--- src/rtl/usb_rx_pkg.sv ---
// Shared constants and types for the USB receive path.
package usb_rx_pkg;

  localparam logic [7:0] PID_ACK   = 8'hD2;
  localparam logic [7:0] PID_NAK   = 8'h5A;
  localparam logic [7:0] PID_DATA0 = 8'hC3;
  localparam logic [7:0] PID_DATA1 = 8'h4B;

  // Serial LFSR form: bits enter in wire order (LSB of each byte first).
  localparam logic [15:0] CRC16_POLY     = 16'h8005;
  localparam logic [15:0] CRC16_INIT     = 16'hFFFF;
  localparam logic [15:0] CRC16_RESIDUAL = 16'h800D;

  typedef enum logic [1:0] {
    ERR_NONE = 2'b00,
    ERR_PID  = 2'b01,
    ERR_CRC  = 2'b10,
    ERR_LEN  = 2'b11
  } err_code_e;

  typedef enum logic [2:0] {
    IDLE,
    PID,
    HSHK,
    DATA,
    DONE,
    ERR
  } state_e;

  // A PID is self-checking: the upper nibble is the complement of the lower.
  function automatic logic pid_check_ok(input logic [7:0] pid);
    return pid[7:4] == ~pid[3:0];
  endfunction

endpackage

--- src/rtl/usb_crc16_serial.sv ---
// Bit-serial CRC16 LFSR shared by the receive and transmit paths.
module usb_crc16_serial
  import usb_rx_pkg::*;
(
  input  logic        clk,
  input  logic        rst_n,
  input  logic        init,
  input  logic        en,
  input  logic        d,
  output logic [15:0] crc
);

  logic fb;

  assign fb = crc[15] ^ d;

  // One LFSR step per enabled bit; init has priority over shifting.
  always_ff @(posedge clk or negedge rst_n) begin
    if (!rst_n) begin
      crc <= CRC16_INIT;
    end else if (init) begin
      crc <= CRC16_INIT;
    end else if (en) begin
      crc <= {crc[14:0], 1'b0} ^ (fb ? CRC16_POLY : 16'h0000);
    end
  end

endmodule

--- src/rtl/usb_rx_pkt_parser.sv ---
// Receive packet parser: PID capture/validation, payload collection with
// CRC16 residual check, and a held result for the protocol FSM.
module usb_rx_pkt_parser
  import usb_rx_pkg::*;
#(
  parameter  int MAX_BYTES = 8,
  localparam int LEN_W     = $clog2(MAX_BYTES + 1)
) (
  input  logic                   clk,
  input  logic                   rst_n,
  input  logic                   abort,
  input  logic                   s_in,
  input  logic                   s_valid,
  input  logic                   sop,
  input  logic                   eop,
  input  logic                   pkt_ack,
  output logic                   pkt_valid,
  output logic                   pkt_is_data,
  output logic [7:0]             pkt_pid,
  output logic [8*MAX_BYTES-1:0] pkt_data,
  output logic [LEN_W-1:0]       pkt_len,
  output logic                   err_valid,
  output logic [1:0]             err_code,
  output logic                   busy
);

  // Payload plus the two trailing CRC bytes.
  localparam int BUF_BYTES = MAX_BYTES + 2;
  localparam int CNT_W     = $clog2(BUF_BYTES + 1);

  state_e           state;
  logic [2:0]       bit_cnt;
  logic [CNT_W-1:0] byte_cnt;
  logic [7:0]       shreg;
  logic [7:0]       buf_q [BUF_BYTES];
  logic [15:0]      crc;
  logic             capturing;
  logic             crc_init;
  logic             crc_en;
  logic [7:0]       pid_next;
  logic [7:0]       byte_next;

  // A sop restarts capture from any state except while a result is held.
  assign capturing = (state == IDLE) || (state == PID) ||
                     (state == HSHK) || (state == DATA);
  assign crc_init  = sop && capturing;
  assign crc_en    = (state == DATA) && s_valid && !sop && !abort;
  assign pid_next  = {s_in, pkt_pid[7:1]};
  assign byte_next = {s_in, shreg[7:1]};
  assign busy      = (state != IDLE);

  usb_crc16_serial u_crc (
    .clk   (clk),
    .rst_n (rst_n),
    .init  (crc_init),
    .en    (crc_en),
    .d     (s_in),
    .crc   (crc)
  );

  // Packet FSM: priority is abort, then sop restart, then bit/eop handling.
  always_ff @(posedge clk or negedge rst_n) begin
    if (!rst_n) begin
      state       <= IDLE;
      bit_cnt     <= '0;
      byte_cnt    <= '0;
      shreg       <= '0;
      pkt_pid     <= '0;
      pkt_len     <= '0;
      pkt_valid   <= 1'b0;
      pkt_is_data <= 1'b0;
      err_valid   <= 1'b0;
      err_code    <= ERR_NONE;
      // NOTE: the payload buffer is reset too, so pkt_data reads 0 out of reset.
      for (int i = 0; i < BUF_BYTES; i++) buf_q[i] <= '0;
    end else if (abort) begin
      // NOTE: sequential state uses non-blocking assignments so every flop samples pre-edge values.
      state     <= IDLE;
      pkt_valid <= 1'b0;
      err_valid <= 1'b0;
      err_code  <= ERR_NONE;
    end else if (sop && capturing) begin
      // A real bit may accompany sop; it is the first PID bit.
      state       <= PID;
      bit_cnt     <= s_valid ? 3'd1 : 3'd0;
      pkt_pid     <= s_valid ? {s_in, 7'b0} : 8'h00;
      byte_cnt    <= '0;
      shreg       <= '0;
      pkt_len     <= '0;
      pkt_is_data <= 1'b0;
      for (int i = 0; i < BUF_BYTES; i++) buf_q[i] <= '0;
    end else begin
      case (state)
        IDLE: ;
        PID: begin
          if (eop) begin
            state     <= ERR;
            err_valid <= 1'b1;
            err_code  <= ERR_LEN;
          end else if (s_valid) begin
            pkt_pid <= pid_next;
            bit_cnt <= bit_cnt + 3'd1;
            if (bit_cnt == 3'd7) begin
              if (!pid_check_ok(pid_next)) begin
                state     <= ERR;
                err_valid <= 1'b1;
                err_code  <= ERR_PID;
              end else if (pid_next == PID_ACK || pid_next == PID_NAK) begin
                state <= HSHK;
              end else if (pid_next == PID_DATA0 || pid_next == PID_DATA1) begin
                state <= DATA;
              end else begin
                state     <= ERR;
                err_valid <= 1'b1;
                err_code  <= ERR_PID;
              end
            end
          end
        end
        HSHK: begin
          if (s_valid) begin
            state     <= ERR;
            err_valid <= 1'b1;
            err_code  <= ERR_LEN;
          end else if (eop) begin
            state       <= DONE;
            pkt_valid   <= 1'b1;
            pkt_is_data <= 1'b0;
          end
        end
        DATA: begin
          if (eop) begin
            if (bit_cnt != 3'd0 || byte_cnt < CNT_W'(2)) begin
              state     <= ERR;
              err_valid <= 1'b1;
              err_code  <= ERR_LEN;
            end else if (crc != CRC16_RESIDUAL) begin
              state     <= ERR;
              err_valid <= 1'b1;
              err_code  <= ERR_CRC;
            end else begin
              state       <= DONE;
              pkt_valid   <= 1'b1;
              pkt_is_data <= 1'b1;
              pkt_len     <= LEN_W'(byte_cnt - CNT_W'(2));
            end
          end else if (s_valid) begin
            shreg   <= byte_next;
            bit_cnt <= bit_cnt + 3'd1;
            if (bit_cnt == 3'd7) begin
              if (byte_cnt == CNT_W'(BUF_BYTES)) begin
                state     <= ERR;
                err_valid <= 1'b1;
                err_code  <= ERR_LEN;
              end else begin
                buf_q[byte_cnt] <= byte_next;
                byte_cnt        <= byte_cnt + CNT_W'(1);
              end
            end
          end
        end
        DONE, ERR: begin
          if (pkt_ack) begin
            state     <= IDLE;
            pkt_valid <= 1'b0;
            err_valid <= 1'b0;
            err_code  <= ERR_NONE;
          end
        end
        default: state <= IDLE;
      endcase
    end
  end

  // Expose only the first pkt_len payload bytes; CRC bytes never appear.
  always_comb begin
    // NOTE: default the whole bus first so no bit is left unassigned on any path (no latch).
    pkt_data = '0;
    for (int i = 0; i < MAX_BYTES; i++) begin
      if (i < int'(pkt_len)) pkt_data[8*i +: 8] = buf_q[i];
    end
  end

endmodule

--- config.mk ---
export PLATFORM = sky130hd
export DESIGN_NAME = usb_rx_pkt_parser
export DESIGN_NICKNAME = d
export VERILOG_FILES = /design/src/rtl/usb_rx_pkg.sv /design/src/rtl/usb_crc16_serial.sv /design/src/rtl/usb_rx_pkt_parser.sv
export SDC_FILE = /design/constraint.sdc
export NUM_CORES = 1
export LEC_CHECK = 0
export CAP_MARGIN = 20
export CORE_MARGIN = 3
export CORE_UTILIZATION = 56
export CTS_BUF_LIST = sky130_fd_sc_hd__clkbuf_8
export DETAILED_ROUTE_END_ITERATION = 10
export GPL_TIMING_DRIVEN = 0
export HOLD_SLACK_MARGIN = 0.03
export PLACE_DENSITY = 0.94
export SLEW_MARGIN = 30
export SYNTH_ARGS = -nofsm -noshare
export SYNTH_HDL_FRONTEND = slang
export SYNTH_SLANG_ARGS = --single-unit
export TNS_END_PERCENT = 10
--- constraint.sdc ---
create_clock -name clk -period 2.3 [get_ports clk]
set_clock_uncertainty 0.15 [all_clocks]
set_input_delay 0.46 -clock clk [delete_from_list [all_inputs] [get_ports clk]]
set_output_delay 0.46 -clock clk [all_outputs]
set_load 0.1 [all_outputs]
## After elaboration in Yosys (flattened, before gate mapping)

Index checks and enable logic that the tools add are counted.

| storage, ports and cells | value |
|---|---|
| register bits | 131 |
| input bits | 8 |
| output and inout port bits | 82 |
| word-level logic and storage cells | 232 |

| operators by class | value |
|---|---|
| add/sub/neg operators | 3 |
| $lt $le $gt $ge | 11 |
| equality and inequality tests | 46 |
| muxes and demuxes | 109 |
| bitwise gates (word level) | 5 |
| reductions and logical operators | 37 |

Operators with widths:

| cell | number |
|---|---|
| 80-bit 2-to-1 mux | 6 |
| 8-bit 2-to-1 mux | 18 |
| 80-bit bitwise mux | 1 |
| 3-bit 2-to-1 mux | 19 |
| 16-bit 2-to-1 mux | 3 |
| 4-bit 2-to-1 mux | 11 |
| 3-bit inequality test, second input constant | 13 |
| 8-bit demux with 4-bit select | 1 |
| 2-bit 2-to-1 mux | 16 |
| 1-bit 2-to-1 mux | 29 |
| 5-bit inequality test, second input constant | 5 |
| 8-bit by 7-bit equality test with 1-bit output, second input constant | 2 |
| 8-bit equality test, second input constant | 2 |
| 3-bit by 4-bit less-than comparator with 1-bit output, first input constant | 4 |
| 16-bit inequality test, second input constant | 1 |
| 8-bit AND reduction | 2 |
| 16-bit bitwise XOR | 1 |
| 5-bit by 4-bit inequality test with 1-bit output, second input constant | 3 |
| 3-bit case mux with 5 select lines | 1 |
| 2-bit nonzero test | 7 |
| 4-bit by 3-bit inequality test with 1-bit output, second input constant | 3 |
| 4-bit inequality test, second input constant | 3 |
| 12-bit AND reduction | 1 |
| 4-bit AND reduction | 3 |
| other kinds (35) | 56 |

## Logic depth before layout (Yosys ltp)

Gate-level depths: netlist of the first run.

| logic depth | value |
|---|---|
| depth after elaboration | 12 |
| mapped depth | 9 |
| gate-level depth less buffers | 7 |

## Modules after synthesis

From an unflattened synthesis of the first run, not the netlist that was laid out.

| unflattened totals | value |
|---|---|
| cells, all modules | 533 |
| area total of the unflattened synthesis | 5699.2 um2 |

Modules (own cells, without submodules):

| module | instances | cells each | area each (um2) | seq. area each (um2) |
|---|---|---|---|---|
| usb_rx_pkt_parser | 1 | 477 | 4972.3 | 2452.4 |
| usb_crc16_serial | 1 | 56 | 726.9 | 420.4 |

## Worst setup path after synthesis of the first run

No wires, ideal clock.

| timing path | value |
|---|---|
| kind | register -> output |
| start | register pkt_len[3] |
| end | output port pkt_data[24] |
| arrival time | 2.820 ns |
| data required time | 1.690 ns |
| slack | -1.130 ns |
| cell stages (with the launch flop) | 4 |
| buffers on the path | 1 |
| path through | dfrtp_1 -> clkbuf_1 -> nor2_1 -> nor2b_1 |

| on the way | value |
|---|---|
| cells in the longest elaborated chain, start to end | 2 |

RTL lines:

| element | RTL line | source |
|---|---|---|
| from (decl) | usb_rx_pkt_parser.sv:21 | `output logic [LEN_W-1:0] pkt_len,` |
| from (signal assigned) | usb_rx_pkt_parser.sv:145 | `pkt_len <= LEN_W'(byte_cnt - CNT_W'(2));` |
| 2-bit by 4-bit less-than comparator with 1-bit output | usb_rx_pkt_parser.sv:180 | `if (i < int'(pkt_len)) pkt_data[8*i +: 8] = buf_q[i];` |
| 8-bit 2-to-1 mux | usb_rx_pkt_parser.sv:180 |  |
| to (decl) | usb_rx_pkt_parser.sv:20 | `output logic [8*MAX_BYTES-1:0] pkt_data,` |

No other way between the ends.

## Worst setup path in the final report of the first run

| timing path | value |
|---|---|
| start | input port eop |
| end | register buf_q[34] (netlist bit) |

| on the way | value |
|---|---|
| cells in the longest elaborated chain, start to end | 2 |

RTL lines:

| element | RTL line | source |
|---|---|---|
| from (decl) | usb_rx_pkt_parser.sv:15 | `input logic eop,` |
| 2-bit by 1-bit inequality test with 1-bit output (no source line) | - |  |
| 6-bit AND reduction (no source line) | - |  |
| to (signal, indexed assignment) | usb_rx_pkt_parser.sv:156 | `buf_q[byte_cnt] <= byte_next;` |
| to (decl) | usb_rx_pkt_parser.sv:35 | `logic [7:0] buf_q [BUF_BYTES];` |

No other way between the ends.
A chain may end at the register's enable or synchronous reset.

==> results of run 1 <==
power by group through the flow:
stage                     Combinational [mW]  Sequential [mW]  Clock [mW]
after floorplan                        0.240             2.23           0
after global placement                 0.513             2.12           0
after detailed placement               0.532             2.12           0
after CTS                              0.534             2.09        1.91
after global routing                   0.612             2.09        2.05
final                                  0.588             2.09        2.00
logic make-up after synthesis:
| logic type | share of synthesized area, % |
|---|---|
| buffers and inverters | 4.10 |
| AOI/OAI and AO/OA | 7.83 |
| DFF | 50.3 |
| muxes | 10.4 |
| xor gates and xnor gates | 1.23 |
| adders and majority gates | 1.97 |
| and+or+nand+nor | 24.1 |
synth_stat cells, types with 9 or more instances:
cell / instances / area share, %
sky130_fd_sc_hd__and2_1: 16 / 1.8
sky130_fd_sc_hd__buf_6: 9 / 1.8
sky130_fd_sc_hd__clkbuf_1: 19 / 1.2
sky130_fd_sc_hd__dfrtp_1: 98 / 43
sky130_fd_sc_hd__dfstp_2: 16 / 7.4
sky130_fd_sc_hd__ha_1: 9 / 2.0
sky130_fd_sc_hd__inv_1: 9 / 0.59
sky130_fd_sc_hd__mux2i_1: 57 / 10
sky130_fd_sc_hd__nand2_1: 118 / 7.8
sky130_fd_sc_hd__nand3_1: 24 / 2.1
sky130_fd_sc_hd__nor2_1: 20 / 1.3
sky130_fd_sc_hd__nor2b_1: 51 / 5.6
sky130_fd_sc_hd__o21ai_0: 27 / 2.4
worst max-delay path by stage:
stage	startpoint	end	slack [ns]	cells after the start
after global placement	rst_n	pkt_len[2]	-4.13	1
final	eop	buf_q[34]	-0.45	8
after CTS	pkt_len[2]	pkt_data[8]	-0.28	4
after global routing	byte_cnt[1]	buf_q[34]	-0.46	8
after floorplan	pkt_len[3]	pkt_data[0]	-0.20	2
after detailed placement	pkt_len[2]	pkt_data[51]	-0.85	4
through the flow:
stage,setup slack [ns],TNS [ns],hold slack (ns),utilization [%],cells
2_1_floorplan,-0.204,-4.53,0.0144,-,574
3_3_place_gp,-4.13,-440.67,0.311,73.3,795
3_5_place_dp,-0.854,-76.15,0.237,73.7,797
4_1_cts,-0.276,-6.90,0.340,83.6,839
5_1_grt,-0.456,-11.62,0.356,86.4,853
6_report,-0.449,-9.35,0.334,86.4,853
what timing repair did:
action,CTS,global route
pin swaps,15,7
setup buffers,9,14
setup endpoints to repair,103,150
hold buffers,1,0
hold endpoints to repair,37,0
resized for setup,525,123
placed cells by master (no fill, tap or decap), types with 9 or more instances in the layout:
cell	instances
sky130_fd_sc_hd__mux2i_1	54
sky130_fd_sc_hd__buf_6	26
sky130_fd_sc_hd__clkdlybuf4s15_2	9
sky130_fd_sc_hd__clkbuf_8	18
sky130_fd_sc_hd__nor2b_4	48
sky130_fd_sc_hd__clkbuf_2	10
sky130_fd_sc_hd__o21ai_0	27
sky130_fd_sc_hd__buf_4	23
sky130_fd_sc_hd__clkbuf_1	9
sky130_fd_sc_hd__nand3_1	24
sky130_fd_sc_hd__dfrtp_1	91
sky130_fd_sc_hd__dfstp_2	16
sky130_fd_sc_hd__nand2_1	115
sky130_fd_sc_hd__nor2_1	15
sky130_fd_sc_hd__buf_12	51
state kept, by name (all words and copies together) (netlist names):
name	count
buf_q	64
u_crc.crc	16
pkt_pid	8
shreg	7
byte_cnt	4
pkt_len	4
bit_cnt	3
state	3
err_code	2
err_valid	1
pkt_is_data	1
pkt_valid	1
per-layer routing:
metal	global-route usage (%)	routed length [µm]	up-vias
met5	0	70	-
met4	21.0	2140	4
met3	9.09	2780	199
met2	58.9	10500	589
met1	42.9	8060	2752
li1	-	-	2210
cell type report:
class                   count  share of cell area (%)
multi-input cells         418                    36.9
flip-flops and latches    114                    34.0
repair buffers            114                    19.2
clock buffers              18                    2.92
plain buffers              33                    2.70
well taps                 133                    1.96
clock inverters            14                    1.86
inverters                   9                   0.428
critical path: stages:
cell and delay, ns:
sky130_fd_sc_hd__clkdlybuf4s50_1 0.52, sky130_fd_sc_hd__and4b_4 0.38, sky130_fd_sc_hd__o2111a_2 0.25, sky130_fd_sc_hd__or2_1 0.14, sky130_fd_sc_hd__buf_6 0.14, sky130_fd_sc_hd__and3_1 0.20, sky130_fd_sc_hd__buf_6 0.20, sky130_fd_sc_hd__mux2i_1 0.58
==> impl_metrics.yaml, run 1 <==
place:
  gp_congestion: 0.868
  io_buffers: 88
  postPlaceCellArea_mm2: 0.00724
  place.detailed.hpwl_mm: 10.4
pwr:
  power_density_of_the_placed_cells_mw_per_mm2: 552
  netSwitchingFraction_pct: 31.5
  worst_ir_drop_vdd_mv: 0.724
  power_report.internal_total_mw: 3.20
  sequentialPowerShare_pct: 44.7
  p_leak_nw: 3.46
  clkPwrFrac_pct: 42.7
  power.total_mw: 4.68
  net-switching-power_mw: 1.47
  combinationalPowerShare_pct: 12.6
floorplan:
  dieHeight_um: 107
  row_count: 36
  design.die.area_mm2: 0.0114
  io-pin-count: 90
  core_mm2: 0.00982
  die_x_um: 107
  initial_utilization_pct: 58.1
final_layout:
  final_nets: 724
  antenna_cells: 0
  multiInputGateArea_mm2: 0.00313
  post_route_cells_drive_above_1_share_pct: 37.4
  area_growth_syn_to_layout_pct: 48.6
  finalInstanceArea_mm2: 0.00848
  regArea_mm2: 0.00289
  final.fill_count: 388
route:
  drt_pre_antenna_iters: 7
  viasPerCell: 6.75
  ant_nets: 0
  avgRoutedWirePerCell_um: 27.6
  wl_mm: 23.6
  detail_route.drc_violations: 0
  detail_route.iter0.violations: 852
  vias: 5754
logic_synthesis:
  mappedNetlistArea_mm2: 0.00571
  ys_warn_count: 0
  async_reset_ff_share_pct: 100
  sequential_area_share_after_synthesis_pct: 50.3
  post_synth.cell_area_avg_um2: 9.94
  synthesis.nets: 591
  ys_ff_latch: 114
  yosysUniqueCellTypes: 52
  synthFlopType: "sky130_fd_sc_hd__dfrtp_1"
  post_synth_inst_count: 574
  synth_edf_count: 0
job:
  max_cap_viol_count: 0
critical_path:
  crit_path_max_fanout: 10
  worst_ep_required_time_ns: 2.44
  timing.reg2reg.setup_slack_ns: -0.45
  ff2ff_path_depth: 8
  r2r-start: "byte_cnt[1]"
  critPathCaptureType: "flip-flop"
  setup.worst_path.class: "in2reg"
  setup.worst_path.start_class: "primary input"
  r2r_end: "buf_q[34]"
  worst_ep_arrival_time_ns: 2.89
sta:
  timing.final.max_slew_violations: 0
  grt_setup_unrepaired: "yes"
  final_min_period_over_clock_period_pct: 120
  setup_viol_count_final: 103
  relSlewSlack_pct: 36.3
  tightest_slew_ns: 0.960
  final-hold-violation-count: 0
  final_critical_path_setup_slack_ns: -0.449
  min_period_ns: 2.75
  achievable-frequency_mhz: 364
clock_tree:
  cts_max_path_buffers: 2
  cts.htree.levels: 4
  worstSkewPairLatency_ns: 0.45
  cts_root_buffer: "sky130_fd_sc_hd__clkbuf_8"
  tritoncts: "done"
  cts.sinks: 114
  clk_pin_slew_worst_paths_ns: 0.09
  cts_buffers: 17
status:
  failed_checks: "setup timing"
  outcome: "finished, violations left"
global_routing:
  aggregate_global_routing_overflow: 0
  grt_max_degree: 78
  antenna_found_initial: 1
  grt_first_pass_wirelength_mm: 31.2
  number_of_global_route_vias_before_repair: 5546
  grt_usage_pct: 35.9
hold_path:
  hp-class: "in2async"
No activity file was read; power rests on OpenSTA's default activity.
==> inputs of run 2 (changes only) <==
--- a/config.mk
+++ b/config.mk
@@ -5,14 +5,17 @@
 export SDC_FILE = /design/constraint.sdc
 export NUM_CORES = 1
 export LEC_CHECK = 0
+export ABC_CLOCK_PERIOD_IN_PS = 2300
 export CAP_MARGIN = 20
+export CELL_PAD_IN_SITES_DETAIL_PLACEMENT = 1
+export CELL_PAD_IN_SITES_GLOBAL_PLACEMENT = 1
 export CORE_MARGIN = 3
-export CORE_UTILIZATION = 56
+export CORE_UTILIZATION = 43
 export CTS_BUF_LIST = sky130_fd_sc_hd__clkbuf_8
 export DETAILED_ROUTE_END_ITERATION = 10
 export GPL_TIMING_DRIVEN = 0
 export HOLD_SLACK_MARGIN = 0.03
-export PLACE_DENSITY = 0.94
+export PLACE_DENSITY = 0.93
 export SLEW_MARGIN = 30
 export SYNTH_ARGS = -nofsm -noshare
 export SYNTH_HDL_FRONTEND = slang
==> impl_metrics.yaml, run 2 (synthesized netlist as in run 1, its figures left out) <==
final_layout:
  antenna_cells: 0
  finalInstanceArea_mm2: 0.00877
  area_growth_syn_to_layout_pct: 53.8
  mostFrequentLayoutCell: "sky130_fd_sc_hd__nand2_1"
  registers.top_by_ff_count: "buf_q"
  final_nets: 723
  final.fill_count: 1254
  largest_register_ffs: 64
  final_cell_mix: "sky130_fd_sc_hd__nand2_1 (114), sky130_fd_sc_hd__dfrtp_1 (90), sky130_fd_sc_hd__buf_12 (53)"
  post-route-util_pct: 68.7
  post_route_cells_drive_above_1_share_pct: 40.5
  largest_registers: "buf_q (64), u_crc.crc (16), pkt_pid (8)"
clock_tree:
  clk_pin_slew_worst_paths_ns: 0.07
  cts_buffers: 17
  tritoncts: "done"
  cts.sinks: 114
  cts_root_buffer: "sky130_fd_sc_hd__clkbuf_8"
  cts.htree.levels: 4
  cts_max_path_buffers: 2
  worstSkewPairLatency_ns: 0.48
job:
  max_cap_viol_count: 0
sta:
  final.hold.worst_slack_ns: 0.350
  final_min_period_over_clock_period_pct: 108
  final_critical_path_setup_slack_ns: -0.190
  grt_setup_unrepaired: "yes"
  setup_viol_count_final: 98
  final-hold-violation-count: 0
  timing.final.max_slew_violations: 0
  final.setup.tns_ns: -7.71
  min_period_ns: 2.49
  relSlewSlack_pct: 36.0
  tightest_slew_ns: 0.963
  achievable-frequency_mhz: 402
route:
  ant_nets: 0
  avgRoutedWirePerCell_um: 30.6
  wl_mm: 27.3
  detail_route.iter0.violations: 591
  drt_pre_antenna_iters: 5
  detail_route.drc_violations: 0
  viasPerCell: 6.31
  vias: 5621
global_routing:
  number_of_global_route_vias_before_repair: 6025
  grtUsageMet1_pct: 37.8
  grt_first_pass_wirelength_mm: 36.7
  globalRoute.busiestLayer: "met2"
  aggregate_global_routing_overflow: 0
  grt_usage_pct: 33.7
  grt_max_degree: 65
  grt_util_met2_pct: 59.0
  groute.layer.met3.usage_pct: 8.90
  antenna_found_initial: 0
pwr:
  worst_ir_drop_vdd_mv: 0.669
  netSwitchingFraction_pct: 29.2
  combinationalPowerShare_pct: 12.4
  net-switching-power_mw: 1.47
  power_report.internal_total_mw: 3.57
  sequentialPowerShare_pct: 41.6
  clkPwrFrac_pct: 46.0
  p_leak_nw: 3.58
  power_density_of_the_placed_cells_mw_per_mm2: 575
critical_path:
  worst-path-buf-inv: 2
  setup.worst_path.start_class: "flip-flop"
  worst_ep_required_time_ns: 1.69
  worst_ep_arrival_time_ns: 1.88
  critical-path-top-cell-by-count: "sky130_fd_sc_hd__buf_12"
  critical-path-max-stage-delay_ns: 0.59
  critical_path.slowest_cell: "sky130_fd_sc_hd__dfrtp_4"
  crit_path_cell_trace: "a21oi_4 -> buf_12 -> nor2_4 -> and2_4 -> buf_12"
  critical-path-top-delay-family: "flip-flops"
  crit_path_max_fanout: 9
  critPathCaptureType: "primary output"
  setup.worst_path.class: "reg2out"
floorplan:
  initial_utilization_pct: 44.7
  dieHeight_um: 121
  io-pin-count: 90
  design.die.area_mm2: 0.0147
  die_x_um: 121
  core_mm2: 0.0128
  row_count: 41
status:
  outcome: "finished, violations left"
  failed_checks: "setup timing"
place:
  gp_congestion: 0.852
  place.detailed.hpwl_mm: 12.7
  dp_worst_setup_slack_ns: -0.863
  io_buffers: 88
  postPlaceCellArea_mm2: 0.00729
hold_path:
  hp-class: "reg2reg"
==> run 2: cell count changes in the layout (fill, tap and decap cells not counted), sizes merged <==
cell,previous run,this run
clkbuf,38,41
clkdlybuf4s15,10,13
dlygate4sd2,5,0
dlymetal6s2s,1,2
clkdlybuf4s50,4,3
bufinv,2,5
clkinvlp,5,0
==> run 2: timing repair <==
item / in CTS / in global routing
hold buffers: 1 / 0
setup endpoints to repair: 156 / 171
pin swaps: 8 / 13
endpoints found under the hold margin: 50 / 0
cloned: 1 / 1
setup buffers: 13 / 9
gates resized for setup: 579 / 115
==> run 2: worst paths after layout <==
kind	start	end	slack (ns)	cells after the start
max in group asynchronous	rst_n	u_crc.crc[10]	0.80	3
min in group asynchronous	rst_n	buf_q[54]	0.40	2
setup / recovery	pkt_len[3]	pkt_data[50]	-0.19	5
setup reg to reg	byte_cnt[0]	buf_q[68]	-0.16	9
hold reg to reg	u_crc.crc[10]	u_crc.crc[11]	0.35	2
hold / removal	u_crc.crc[10]	u_crc.crc[11]	0.35	2
==> run 2: stage by stage <==
stage          cells  total power, mW
2_1_floorplan    574             2.47
3_3_place_gp     834             2.64
3_5_place_dp     836             2.68
4_1_cts          883             4.88
5_1_grt          891             5.15
6_report         891             5.05
==> run 2: power by group through the flow <==
stage                     logic, mW  clock network, mW  registers [mW]
after floorplan               0.240                  0            2.23
after detailed placement      0.554                  0            2.12
after global placement        0.522                  0            2.12
after CTS                     0.562               2.23            2.09
final                         0.627               2.32            2.10
after global routing          0.653               2.40            2.10
==> run 2: cell type report <==
cell class	instances	area, µm²	area share, %
repair buffers	115	1680	19.2
inverters	9	36.3	0.414
clock inverters	12	186	2.12
plain buffers	31	246	2.81
well taps	172	215	2.45
flip-flops and latches	114	2890	32.9
multi-input cells	418	3240	37.0
clock buffers	20	275	3.14
==> run 2: worst reg2reg max path: stages (launching register included) <==
cell and delay, ns:
sky130_fd_sc_hd__dfrtp_2 0.45, sky130_fd_sc_hd__inv_4 0.11, sky130_fd_sc_hd__ha_4 0.17, sky130_fd_sc_hd__nand3b_1 0.16, sky130_fd_sc_hd__o2111a_2 0.25, sky130_fd_sc_hd__or2_4 0.26, sky130_fd_sc_hd__buf_8 0.15, sky130_fd_sc_hd__and3_1 0.18
sky130_fd_sc_hd__buf_6 0.16, sky130_fd_sc_hd__mux2i_1 0.30
==> run 2: layer usage <==
metal / wire, µm / part of all wire, %
met1: 9970 / 37
met2: 13700 / 50
met3: 1960 / 7.2
met4: 1620 / 5.9
met5: 0 / 0
